File: src/rtl/fft_reorder_out_if.sv
`default_nettype none
// ============================================================================
// Module      : fft_reorder_out_if
// Description : Stream bundle for the FFT output reorder buffer. Carries the
//               two-path input pair stream and the serialized output stream.
//               The slave modport is the reorder buffer, master is the
//               surrounding logic that feeds pairs and consumes samples.
// Revision    : 1.0 - initial release
// ============================================================================
interface fft_reorder_out_if #(
  parameter int WIDTH = 9
);
  // two-path input side
  logic                    in_valid;
  logic                    in_ready;
  logic signed [WIDTH-1:0] in_up_re;
  logic signed [WIDTH-1:0] in_up_im;
  logic signed [WIDTH-1:0] in_l_re;
  logic signed [WIDTH-1:0] in_l_im;
  // serialized output side
  logic                    out_valid;
  logic                    out_ready;
  logic signed [WIDTH-1:0] out_re;
  logic signed [WIDTH-1:0] out_im;
  logic [4:0]              out_index;
  logic                    out_last;

  modport slave (
    input  in_valid, in_up_re, in_up_im, in_l_re, in_l_im, out_ready,
    output in_ready, out_valid, out_re, out_im, out_index, out_last
  );

  modport master (
    output in_valid, in_up_re, in_up_im, in_l_re, in_l_im, out_ready,
    input  in_ready, out_valid, out_re, out_im, out_index, out_last
  );
endinterface
`default_nettype wire

File: src/rtl/fft_reorder_out.sv
`default_nettype none
// ============================================================================
// Module      : fft_reorder_out
// Description : Output reorder buffer for the 32-point radix-2 MDC FFT.
//               Accepts bit-reversed bin pairs (Up carries bin b, L carries
//               b+16) into one of two 32-entry ping-pong banks and drains the
//               other bank one complex sample per cycle.
//               Build option FFT_REORDER_BITREV_EN: when defined the drain is
//               in natural bin order 0..31; when undefined the drain reads
//               address bitrev5(rd_cnt), reproducing arrival order serialized.
// Revision    : 1.0 - initial release
// ============================================================================
module fft_reorder_out #(
  parameter int WIDTH = 9
) (
  input  logic               clk,
  input  logic               rst,
  fft_reorder_out_if.slave   bus
);

  localparam int ENTRY_W = 2 * WIDTH;

  function automatic logic [4:0] bitrev5(input logic [4:0] x);
    return {x[0], x[1], x[2], x[3], x[4]};
  endfunction

  // storage: re in the upper half, im in the lower half of each entry
  logic [ENTRY_W-1:0] mem [2][32];

  logic [1:0]  full;
  logic [1:0]  full_next;
  logic        wr_bank;
  logic        rd_bank;
  logic [3:0]  in_cnt;
  logic [4:0]  rd_cnt;

  logic                    valid;
  logic                    last;
  logic signed [WIDTH-1:0] re;
  logic signed [WIDTH-1:0] im;
  logic [4:0]              index;

  logic               accept;
  logic               frame_in_done;
  logic               reg_free;
  logic               load;
  logic               frame_out_done;
  logic [4:0]         wr_lo;
  logic [4:0]         wr_hi;
  logic [4:0]         rd_addr;
  logic [ENTRY_W-1:0] rd_word;

  // pair c carries bin bitrev5(2c): bit 4 is always 0 on Up, so L is the same
  // address with bit 4 set
  assign wr_lo = {1'b0, in_cnt[0], in_cnt[1], in_cnt[2], in_cnt[3]};
  assign wr_hi = {1'b1, in_cnt[0], in_cnt[1], in_cnt[2], in_cnt[3]};

  assign accept        = bus.in_valid && !full[wr_bank];
  assign frame_in_done = accept && (in_cnt == 4'd15);

  assign reg_free       = !valid || bus.out_ready;
  assign load           = reg_free && full[rd_bank];
  assign frame_out_done = load && (rd_cnt == 5'd31);

`ifdef FFT_REORDER_BITREV_EN
  assign rd_addr = rd_cnt;
`else
  assign rd_addr = bitrev5(rd_cnt);
`endif

  assign rd_word = mem[rd_bank][rd_addr];

  // set and clear target different banks whenever both fire, so apply both
  always_comb begin
    full_next = full;
    if (frame_in_done)  full_next[wr_bank] = 1'b1;
    if (frame_out_done) full_next[rd_bank] = 1'b0;
  end

  // bank storage: both paths of an accepted pair land in the same cycle
  always_ff @(posedge clk) begin
    if (accept) begin
      mem[wr_bank][wr_lo] <= {bus.in_up_re, bus.in_up_im};
      mem[wr_bank][wr_hi] <= {bus.in_l_re, bus.in_l_im};
    end
  end

  // fill side: pair counter, write bank pointer and bank-full flags
  always_ff @(posedge clk) begin
    if (rst) begin
      in_cnt  <= 4'd0;
      wr_bank <= 1'b0;
      full    <= 2'b00;
    end else begin
      full <= full_next;
      if (accept) begin
        in_cnt <= in_cnt + 4'd1;
        if (frame_in_done) wr_bank <= ~wr_bank;
      end
    end
  end

  // drain side: registered output stage with hold on stall
  always_ff @(posedge clk) begin
    if (rst) begin
      rd_cnt  <= 5'd0;
      rd_bank <= 1'b0;
      valid   <= 1'b0;
      last    <= 1'b0;
      re      <= '0;
      im      <= '0;
      index   <= 5'd0;
    end else if (load) begin
      re     <= rd_word[ENTRY_W-1:WIDTH];
      im     <= rd_word[WIDTH-1:0];
      index  <= rd_addr;
      valid  <= 1'b1;
      last   <= (rd_cnt == 5'd31);
      rd_cnt <= rd_cnt + 5'd1;
      if (frame_out_done) rd_bank <= ~rd_bank;
    end else if (reg_free) begin
      valid <= 1'b0;
      last  <= 1'b0;
    end
  end

  assign bus.in_ready  = !full[wr_bank];
  assign bus.out_valid = valid;
  assign bus.out_last  = last;
  assign bus.out_re    = re;
  assign bus.out_im    = im;
  assign bus.out_index = index;

endmodule
`default_nettype wire

File: src/flat_wrapper.sv
// flat-port wrapper written by rule: the top's interface ports become plain ports
module fft_reorder_out_flat 
#(
  parameter int WIDTH = 9
)
  (clk, rst, bus_in_valid, bus_in_up_re, bus_in_up_im, bus_in_l_re, bus_in_l_im, bus_out_ready, bus_in_ready, bus_out_valid, bus_out_re, bus_out_im, bus_out_index, bus_out_last);
  fft_reorder_out_if #(.WIDTH(WIDTH)) bus_i ();
  input  logic clk;
  input  logic rst;
  input wire logic [$bits(bus_i.in_valid)-1:0] bus_in_valid;
  input wire logic [$bits(bus_i.in_up_re)-1:0] bus_in_up_re;
  input wire logic [$bits(bus_i.in_up_im)-1:0] bus_in_up_im;
  input wire logic [$bits(bus_i.in_l_re)-1:0] bus_in_l_re;
  input wire logic [$bits(bus_i.in_l_im)-1:0] bus_in_l_im;
  input wire logic [$bits(bus_i.out_ready)-1:0] bus_out_ready;
  output wire logic [$bits(bus_i.in_ready)-1:0] bus_in_ready;
  output wire logic [$bits(bus_i.out_valid)-1:0] bus_out_valid;
  output wire logic [$bits(bus_i.out_re)-1:0] bus_out_re;
  output wire logic [$bits(bus_i.out_im)-1:0] bus_out_im;
  output wire logic [$bits(bus_i.out_index)-1:0] bus_out_index;
  output wire logic [$bits(bus_i.out_last)-1:0] bus_out_last;
  assign bus_i.in_valid = bus_in_valid;
  assign bus_i.in_up_re = bus_in_up_re;
  assign bus_i.in_up_im = bus_in_up_im;
  assign bus_i.in_l_re = bus_in_l_re;
  assign bus_i.in_l_im = bus_in_l_im;
  assign bus_i.out_ready = bus_out_ready;
  assign bus_in_ready = bus_i.in_ready;
  assign bus_out_valid = bus_i.out_valid;
  assign bus_out_re = bus_i.out_re;
  assign bus_out_im = bus_i.out_im;
  assign bus_out_index = bus_i.out_index;
  assign bus_out_last = bus_i.out_last;
  fft_reorder_out #(.WIDTH(WIDTH)) u_core (.clk(clk), .rst(rst), .bus(bus_i));
endmodule
File: config.mk
export PLATFORM = sky130hd
export DESIGN_NAME = fft_reorder_out_flat
export DESIGN_NICKNAME = d
export VERILOG_FILES = /design/src/rtl/fft_reorder_out_if.sv /design/src/rtl/fft_reorder_out.sv /design/src/flat_wrapper.sv
export SDC_FILE = /design/constraint.sdc
export NUM_CORES = 1
export LEC_CHECK = 0
export CAP_MARGIN = 20
export CORE_AREA = 3 3 291 293
export CTS_CLUSTER_DIAMETER = 150
export CTS_CLUSTER_SIZE = 25
export DETAILED_ROUTE_END_ITERATION = 10
export DIE_AREA = 0 0 294 296
export PLACE_DENSITY_LB_ADDON = 0.08
export SKIP_LAST_GASP = 1
export SYNTH_ARGS = -nofsm -noshare
export SYNTH_HDL_FRONTEND = slang
export SYNTH_SLANG_ARGS = --single-unit
File: constraint.sdc
create_clock -name clk -period 4.3 [get_ports clk]
set_input_delay 0.86 -clock clk [delete_from_list [all_inputs] [get_ports clk]]
set_output_delay 0.86 -clock clk [all_outputs]
set_load 0.005 [all_outputs]
==> results of run 1 <==
==> critical path, cell delays in order (launching register included) <==
cell and delay, ns:
dfxtp_2 0.36, mux2i_1 0.50, and2_1 0.47, buf_4 0.26
nand3_1 0.65, nor2_4 0.28, buf_4 0.40
==> metal layers <==
| metal | wire length, um | part of all wire | vias up |
|---|---|---|---|
| li1 | - | - | 10380 |
| met1 | 50950 | 0.40 | 13510 |
| met2 | 61800 | 0.48 | 1302 |
| met3 | 11090 | 0.087 | 189 |
| met4 | 3700 | 0.029 | 0 |
| met5 | 0 | 0 | - |
==> registers in the layout (all words and copies together), names as in the netlist, named ones only <==
signal	cells
u_core.wr_bank	1
u_core.bus.out_re	9
u_core.bus.out_im	9
u_core.in_cnt	4
u_core.rd_bank	1
u_core.mem	1152
u_core.rd_cnt	5
u_core.bus.out_last	1
u_core.full	2
u_core.bus.out_index	5
u_core.bus.out_valid	1
==> cell usage after synthesis, types with 7 or more instances <==
cell type | instances | area share
o211ai_1 | 17 | 0.0026
nor2b_1 | 9 | 0.0011
a221oi_1 | 16 | 0.0028
mux2_2 | 363 | 0.083
a21oi_1 | 22 | 0.0022
nand2_1 | 85 | 0.0065
nand3_1 | 22 | 0.0022
mux4_2 | 221 | 0.10
o21ai_0 | 30 | 0.0030
a22oi_1 | 39 | 0.0059
clkbuf_1 | 93 | 0.0071
nor2_1 | 56 | 0.0043
mux4_1 | 15 | 0.0080
a31oi_1 | 25 | 0.0032
dfxtp_1 | 39 | 0.016
buf_6 | 18 | 0.0041
buf_2 | 51 | 0.0052
buf_4 | 9 | 0.0014
a22o_1 | 18 | 0.0032
or3_1 | 7 | 0.00089
a21oi_2 | 7 | 0.0012
buf_1 | 10 | 0.00076
mux2i_1 | 85 | 0.017
o221ai_1 | 12 | 0.0021
edfxtp_1 | 1152 | 0.70
==> worst paths after layout <==
kind	startpoint	endpoint	slack, ns	cells past startpoint
min	u_core.bus.out_index[1]	u_core.bus.out_index[1]	0.47	2
max reg2reg	u_core.wr_bank	u_core.mem[1][499]	0.99	6
min reg2reg	u_core.bus.out_index[1]	u_core.bus.out_index[1]	0.47	2
max	u_core.wr_bank	u_core.mem[1][499]	0.99	6
==> report_power, final <==
part,total [mW],internal (mW),switching (mW)
Clock,5.83,2.40,3.43
Combinational,0.712,0.263,0.448
Sequential,12.8,12.8,0.0174
Total,19.3,15.4,3.89
==> logic make-up (layout without fill, tap and decap cells) <==
logic type	after synthesis	in the layout	synth area share
fa+ha+maj	6	6	0.001519
xor+xnor	7	7	0.001241
flops	1191	1191	0.7159
other cells	0	1	0
buf+inv	192	285	0.02152
simple gates	207	207	0.01932
compound gates	219	219	0.03160
mux	685	685	0.2089
==> cells in the final DEF, fill, tap and decap left out, drive strengths merged, types with 56 or more instances in the layout <==
master | netlist | layout
edfxtp | 1152 | 1152
mux2 | 363 | 363
mux4 | 236 | 236
buf | 96 | 138
mux2i | 86 | 86
clkbuf | 93 | 86
nand2 | 85 | 85
clkdlybuf4s50 | 0 | 56
nor2 | 56 | 56
==> cell type report <==
type | count | area [um2] | share of cell area
clock inverters | 2 | 20.02 | 0.0003746
well taps | 1070 | 1339 | 0.02505
inverters | 3 | 11.26 | 0.0002107
diodes | 1 | 2.502 | 0.00004682
multi-input cells | 1124 | 13240 | 0.2477
flip-flops and latches | 1191 | 35390 | 0.6621
clock buffers | 86 | 1493 | 0.02793
repair buffers | 194 | 1952 | 0.03652
==> results.ini, run 1 <==
[run_status]
status = finished clean

[clocking]
cts_buffers = 53
root_buffer = clkbuf_16
postCtsResizedCells = 0
post-cts-setup-buffers = 0
htree_num_levels = 2
hold_buffers = 0
clk_pin_slew_ns = 0.10
clock_sinks = 1191
cts.path.max_buffers = 3
cts_tree = yes
clock_latency_ns = 0.66

[sta]
slew_violations = 0
fin_ws_ns = 0.9949
max_freq_mhz = 302.6
rsz0062_at_grt = no
worst_pin_slew_ns = 1.166
setup-violations-final = 0
slew_headroom = 0.2200
fin_tns_setup_ns = 0
fin_crit_sh = 0.7686
hold_violations = 0
finClkSkew_ns = 0.03391
holdWs_ns = 0.4666
period_minus_slack_ns = 3.305

[global_route]
grt_pass1_vias = 25840
busiest_layer = met2
track_usage = 0.2976
grt_first_pass_wirelength_um = 183700
antenna_found_initial = 2
grt_max_degree = 71
use_met1 = 0.4304
grtUsageMet3 = 0.04770
grtUsageMet2 = 0.4784
globalRouteOverflowTotal = 0

[final_layout]
drive_gt1_frac = 0.3196
finish.net_count = 2613
fin_cells = 3671
finalInstanceArea_mm2 = 0.05345
fillers = 5390
syn_to_final_growth_pct = 8.161
finish.utilization = 0.6509

[job]
maxCapViolCount = 0

[synthesis]
synthFlopType = edfxtp_1
ys_warn_count = 0
synth_async_sr_flop_share = 0
postSynthNetCount = 2553
seq_area_frac_synth = 0.7159
synth-seq-cells = 1191
syn_area_mm2 = 0.04941
postSynthCellCount = 2507
ys_types = 63
syn_area_per_cell_um2 = 19.71
synth_edf_count = 1152

[worst_setup_path]
crit_path_start_kind = flop
cp_data_required_time_ns = 4.60
crit_fanout = 15
critPathArrivalTime_ns = 3.61
endpoint_kind = flop
crit_type = reg2reg

[floorplanning]
dieArea_mm2 = 0.08702
placementRows = 105
core_area_mm2 = 0.08211
initial_core_util = 0.6018
fp.dieH_um = 296
io_pins = 66
dieWidth_um = 294

[detailed_routing]
routed_wl_um = 127500
drtPass1Iterations = 5
vias = 25380
drt-initial-drc-count = 3340
post_drt_wl_per_cell_um = 34.74
drc = 0
ant_nets = 0
viasPerCell = 6.913

[placement]
dpl_cell_area_mm2 = 0.05187
place.gp.congestion = 0.8912
dp.cells = 3579
io_buffer_count = 65
dp_slack_ns = 0.5612
dpl.hpwl_um = 76520

[power]
p_leak_nw = 16.00
p_total_mw = 19.34
vdd_drop_max_mv = 0.3252
p_per_area_mw_per_mm2 = 361.9

[hold_path]
min_path_type = reg2reg

No activity file was read; power rests on OpenSTA's default activity.
==> inputs of run 2 (changes only) <==
Clock period 4.3 ns to 3.2 ns, I/O delays scaled along.
==> run 2 against run 1 <==
Utilization is 0.61 points higher. Highest routed layer is now met5. Hold slack worse by 0.0029 ns. Clock power increased by 34%. First-iteration DRC count fell by 9.7%. Largest cell class unchanged. Sequential power is 34% higher. Global-route usage decreased by 0.082 points. Power is 34% higher. Critical path type unchanged.
==> results.ini, run 2 (synthesis gave the netlist of run 1 again) <==
[detailed_routing]
post_drt_wl_per_cell_um = 34.09  ; -1.9%
vias = 25570  ; +0.78%
drc = 0  ; unchanged
drtPass1Iterations = 6  ; +1
ant_nets = 0  ; unchanged
drt-initial-drc-count = 3015  ; -9.7%
viasPerCell = 6.858  ; -0.79%
routed_wl_um = 127100  ; -0.32%

[placement]
dp_slack_ns = -0.1975  ; -0.7587 ns
place.gp.congestion = 0.8476  ; -4.9%
io_buffer_count = 65  ; unchanged
dpl.hpwl_um = 80040  ; +4.6%
dp.cells = 3640  ; +1.7%

[floorplanning]
core_area_mm2 = 0.08211  ; unchanged
io_pins = 66  ; unchanged
initial_core_util = 0.6018  ; unchanged
dieArea_mm2 = 0.08702  ; unchanged
dieWidth_um = 294  ; unchanged
placementRows = 105  ; unchanged
fp.dieH_um = 296  ; unchanged

[worst_setup_path]
cp_num_buf_inv = 2  ; unchanged
crit_top_cell = buf_12
r2r_end = u_core.bus.out_re[2]
cp_num_cells = 7  ; +1
endpoint = u_core.bus.out_re[2]
crit_path_start_kind = flop
path_cells = buf_12 > buf_12 > mux4_2 > a22oi_1 > nand2_1 > o21ai_0 > a31oi_1
endpoint_kind = flop
slowest_stage = o21ai_0
cp_data_required_time_ns = 3.69  ; -0.91 ns
crit_type = reg2reg
critPathTopFamily = compound AO/OA/AOI/OAI gates
critPathMaxStageDelay_ns = 0.80  ; +0.15 ns
crit_fanout = 24  ; +9
critPathArrivalTime_ns = 3.58  ; -0.03 ns
rr_worst_depth = 7  ; +1
r2r_setup_slack_ns = 0.11  ; -0.88 ns

[sta]
fin_ws_ns = 0.1123  ; -0.8826 ns
finClkSkew_ns = 0.03627  ; +0.002360 ns
slew_violations = 0  ; unchanged
holdWs_ns = 0.4638  ; -0.002877 ns
max_freq_mhz = 323.9  ; +7.0%
fin_crit_sh = 0.9649  ; +0.1963
rsz0062_at_grt = no
slew_headroom = 0.1986  ; -0.02148
setup-violations-final = 0  ; unchanged
hold_violations = 0  ; unchanged
period_minus_slack_ns = 3.088  ; -0.2174 ns
worst_pin_slew_ns = 1.202  ; +0.03587 ns

[clocking]
post-cts-setup-buffers = 0  ; unchanged
clock_latency_ns = 0.66  ; about the same
htree_num_levels = 2  ; unchanged
hold_buffers = 0  ; unchanged
clock_sinks = 1191  ; unchanged
cts_tree = yes
clk_pin_slew_ns = 0.10  ; about the same
cts.path.max_buffers = 3  ; unchanged
root_buffer = clkbuf_16
postCtsResizedCells = 0  ; unchanged
cts_buffers = 53  ; unchanged

[final_layout]
largest_register_ff_count = 1152  ; unchanged
fillers = 5403  ; +0.24%
layout_commonest_cell = edfxtp_1
finish.net_count = 2672  ; +2.3%
drive_gt1_frac = 0.3338  ; +0.01422
syn_to_final_growth_pct = 9.174
fin_cells = 3729  ; +1.6%
seq_area_mm2 = 0.03539  ; unchanged
top_register = u_core.mem
mostFrequentLayoutCells = edfxtp_1, mux2_2, mux4_2
multiInputGateArea_mm2 = 0.01324  ; unchanged

[power]
power.internal_mw = 20.76  ; +34%
seq_power_share = 0.663  ; about the same
p_leak_nw = 16.31  ; +1.9%
vdd_drop_max_mv = 0.4123  ; +27%
netSwitchingPower_mw = 5.196  ; +33%
netSwitchingFraction = 0.2002  ; -0.001125
p_per_area_mw_per_mm2 = 481.1  ; +33%
p_total_mw = 25.95  ; +34%
pwr-share-clk = 0.300  ; -0.002
comb_power_share = 0.037  ; about the same

[global_route]
track_usage = 0.2968  ; -0.0008152
grt_max_degree = 50  ; -30%
grt_first_pass_wirelength_um = 183600  ; about the same
antenna_found_initial = 3  ; +1
globalRouteOverflowTotal = 0  ; unchanged
grt_pass1_vias = 26250  ; +1.6%

[hold_path]
min_path_type = reg2reg

[run_status]
status = finished clean

[job]
maxCapViolCount = 0  ; unchanged

## run 2: changes by cell type in the layout (fill, tap and decap cells not counted), sizes merged
| cell | change |
|---|---|
| buf | +56 |
| clkdlybuf4s50 | +3 |
| clkbuf | -2 |
| diode | +1 |
## run 2: per-stage QoR
step | utilization | TNS, ns | area, um2
floorplan | - | -262.83 | 49410
global placement | 0.6384 | -0.7218 | 52420
detailed placement | 0.6384 | -0.7876 | 52420
CTS | 0.6567 | 0 | 53920
global route | 0.6570 | 0 | 53940
finish | 0.6570 | 0 | 53950
## run 2: how the worst min path moves through the flow
stage | cells after the start | startpoint | end | slack, ns
global placement | 2 | u_core.bus.out_index[0] | u_core.bus.out_index[0] | 0.45
floorplan | 2 | u_core.bus.out_index[0] | u_core.bus.out_index[0] | 0.45
finish | 2 | u_core.bus.out_index[0] | u_core.bus.out_index[0] | 0.46
global route | 2 | u_core.bus.out_index[3] | u_core.bus.out_index[3] | 0.49
detailed placement | 2 | u_core.bus.out_index[0] | u_core.bus.out_index[0] | 0.45
CTS | 2 | u_core.bus.out_index[0] | u_core.bus.out_index[0] | 0.46
## run 2: per-layer routing
layer  global-route usage  routed length, um  vias up
met5                    0                 13        -
met4              0.07400               3403        2
met3              0.06493              12080      203
met2               0.4790              61510     1307
met1               0.4209              50120    13580
li1                     -                  -    10480
## run 2: worst register-to-register path, stage by stage, from the launching register on
cell and delay, ns:
dfxtp_4 0.54, buf_12 0.23, buf_12 0.23, mux4_2 0.54, a22oi_1 0.24, nand2_1 0.11
o21ai_0 0.80, a31oi_1 0.23
## run 2: final cells by class
| class | instances | area share |
|---|---|---|
| Sequential cell | 1191 | 0.6560 |
| Antenna cell | 2 | 0.00009277 |
| Tap cell | 1070 | 0.02482 |
| Inverter | 3 | 0.0002087 |
| Clock buffer | 84 | 0.02753 |
| Clock inverter | 2 | 0.0003711 |
| Timing Repair Buffer | 253 | 0.04555 |
| Multi-Input combinational cell | 1124 | 0.2454 |
## run 2: power groups by stage
stage / registers (mW) / clock network [mW] / logic, mW
detailed placement: 17.6 / 0 / 0.956
CTS: 17.2 / 7.89 / 0.958
global placement: 17.5 / 0 / 0.915
floorplan: 17.6 / 0 / 0.476
finish: 17.2 / 7.79 / 0.968
global route: 17.2 / 8.42 / 1.03
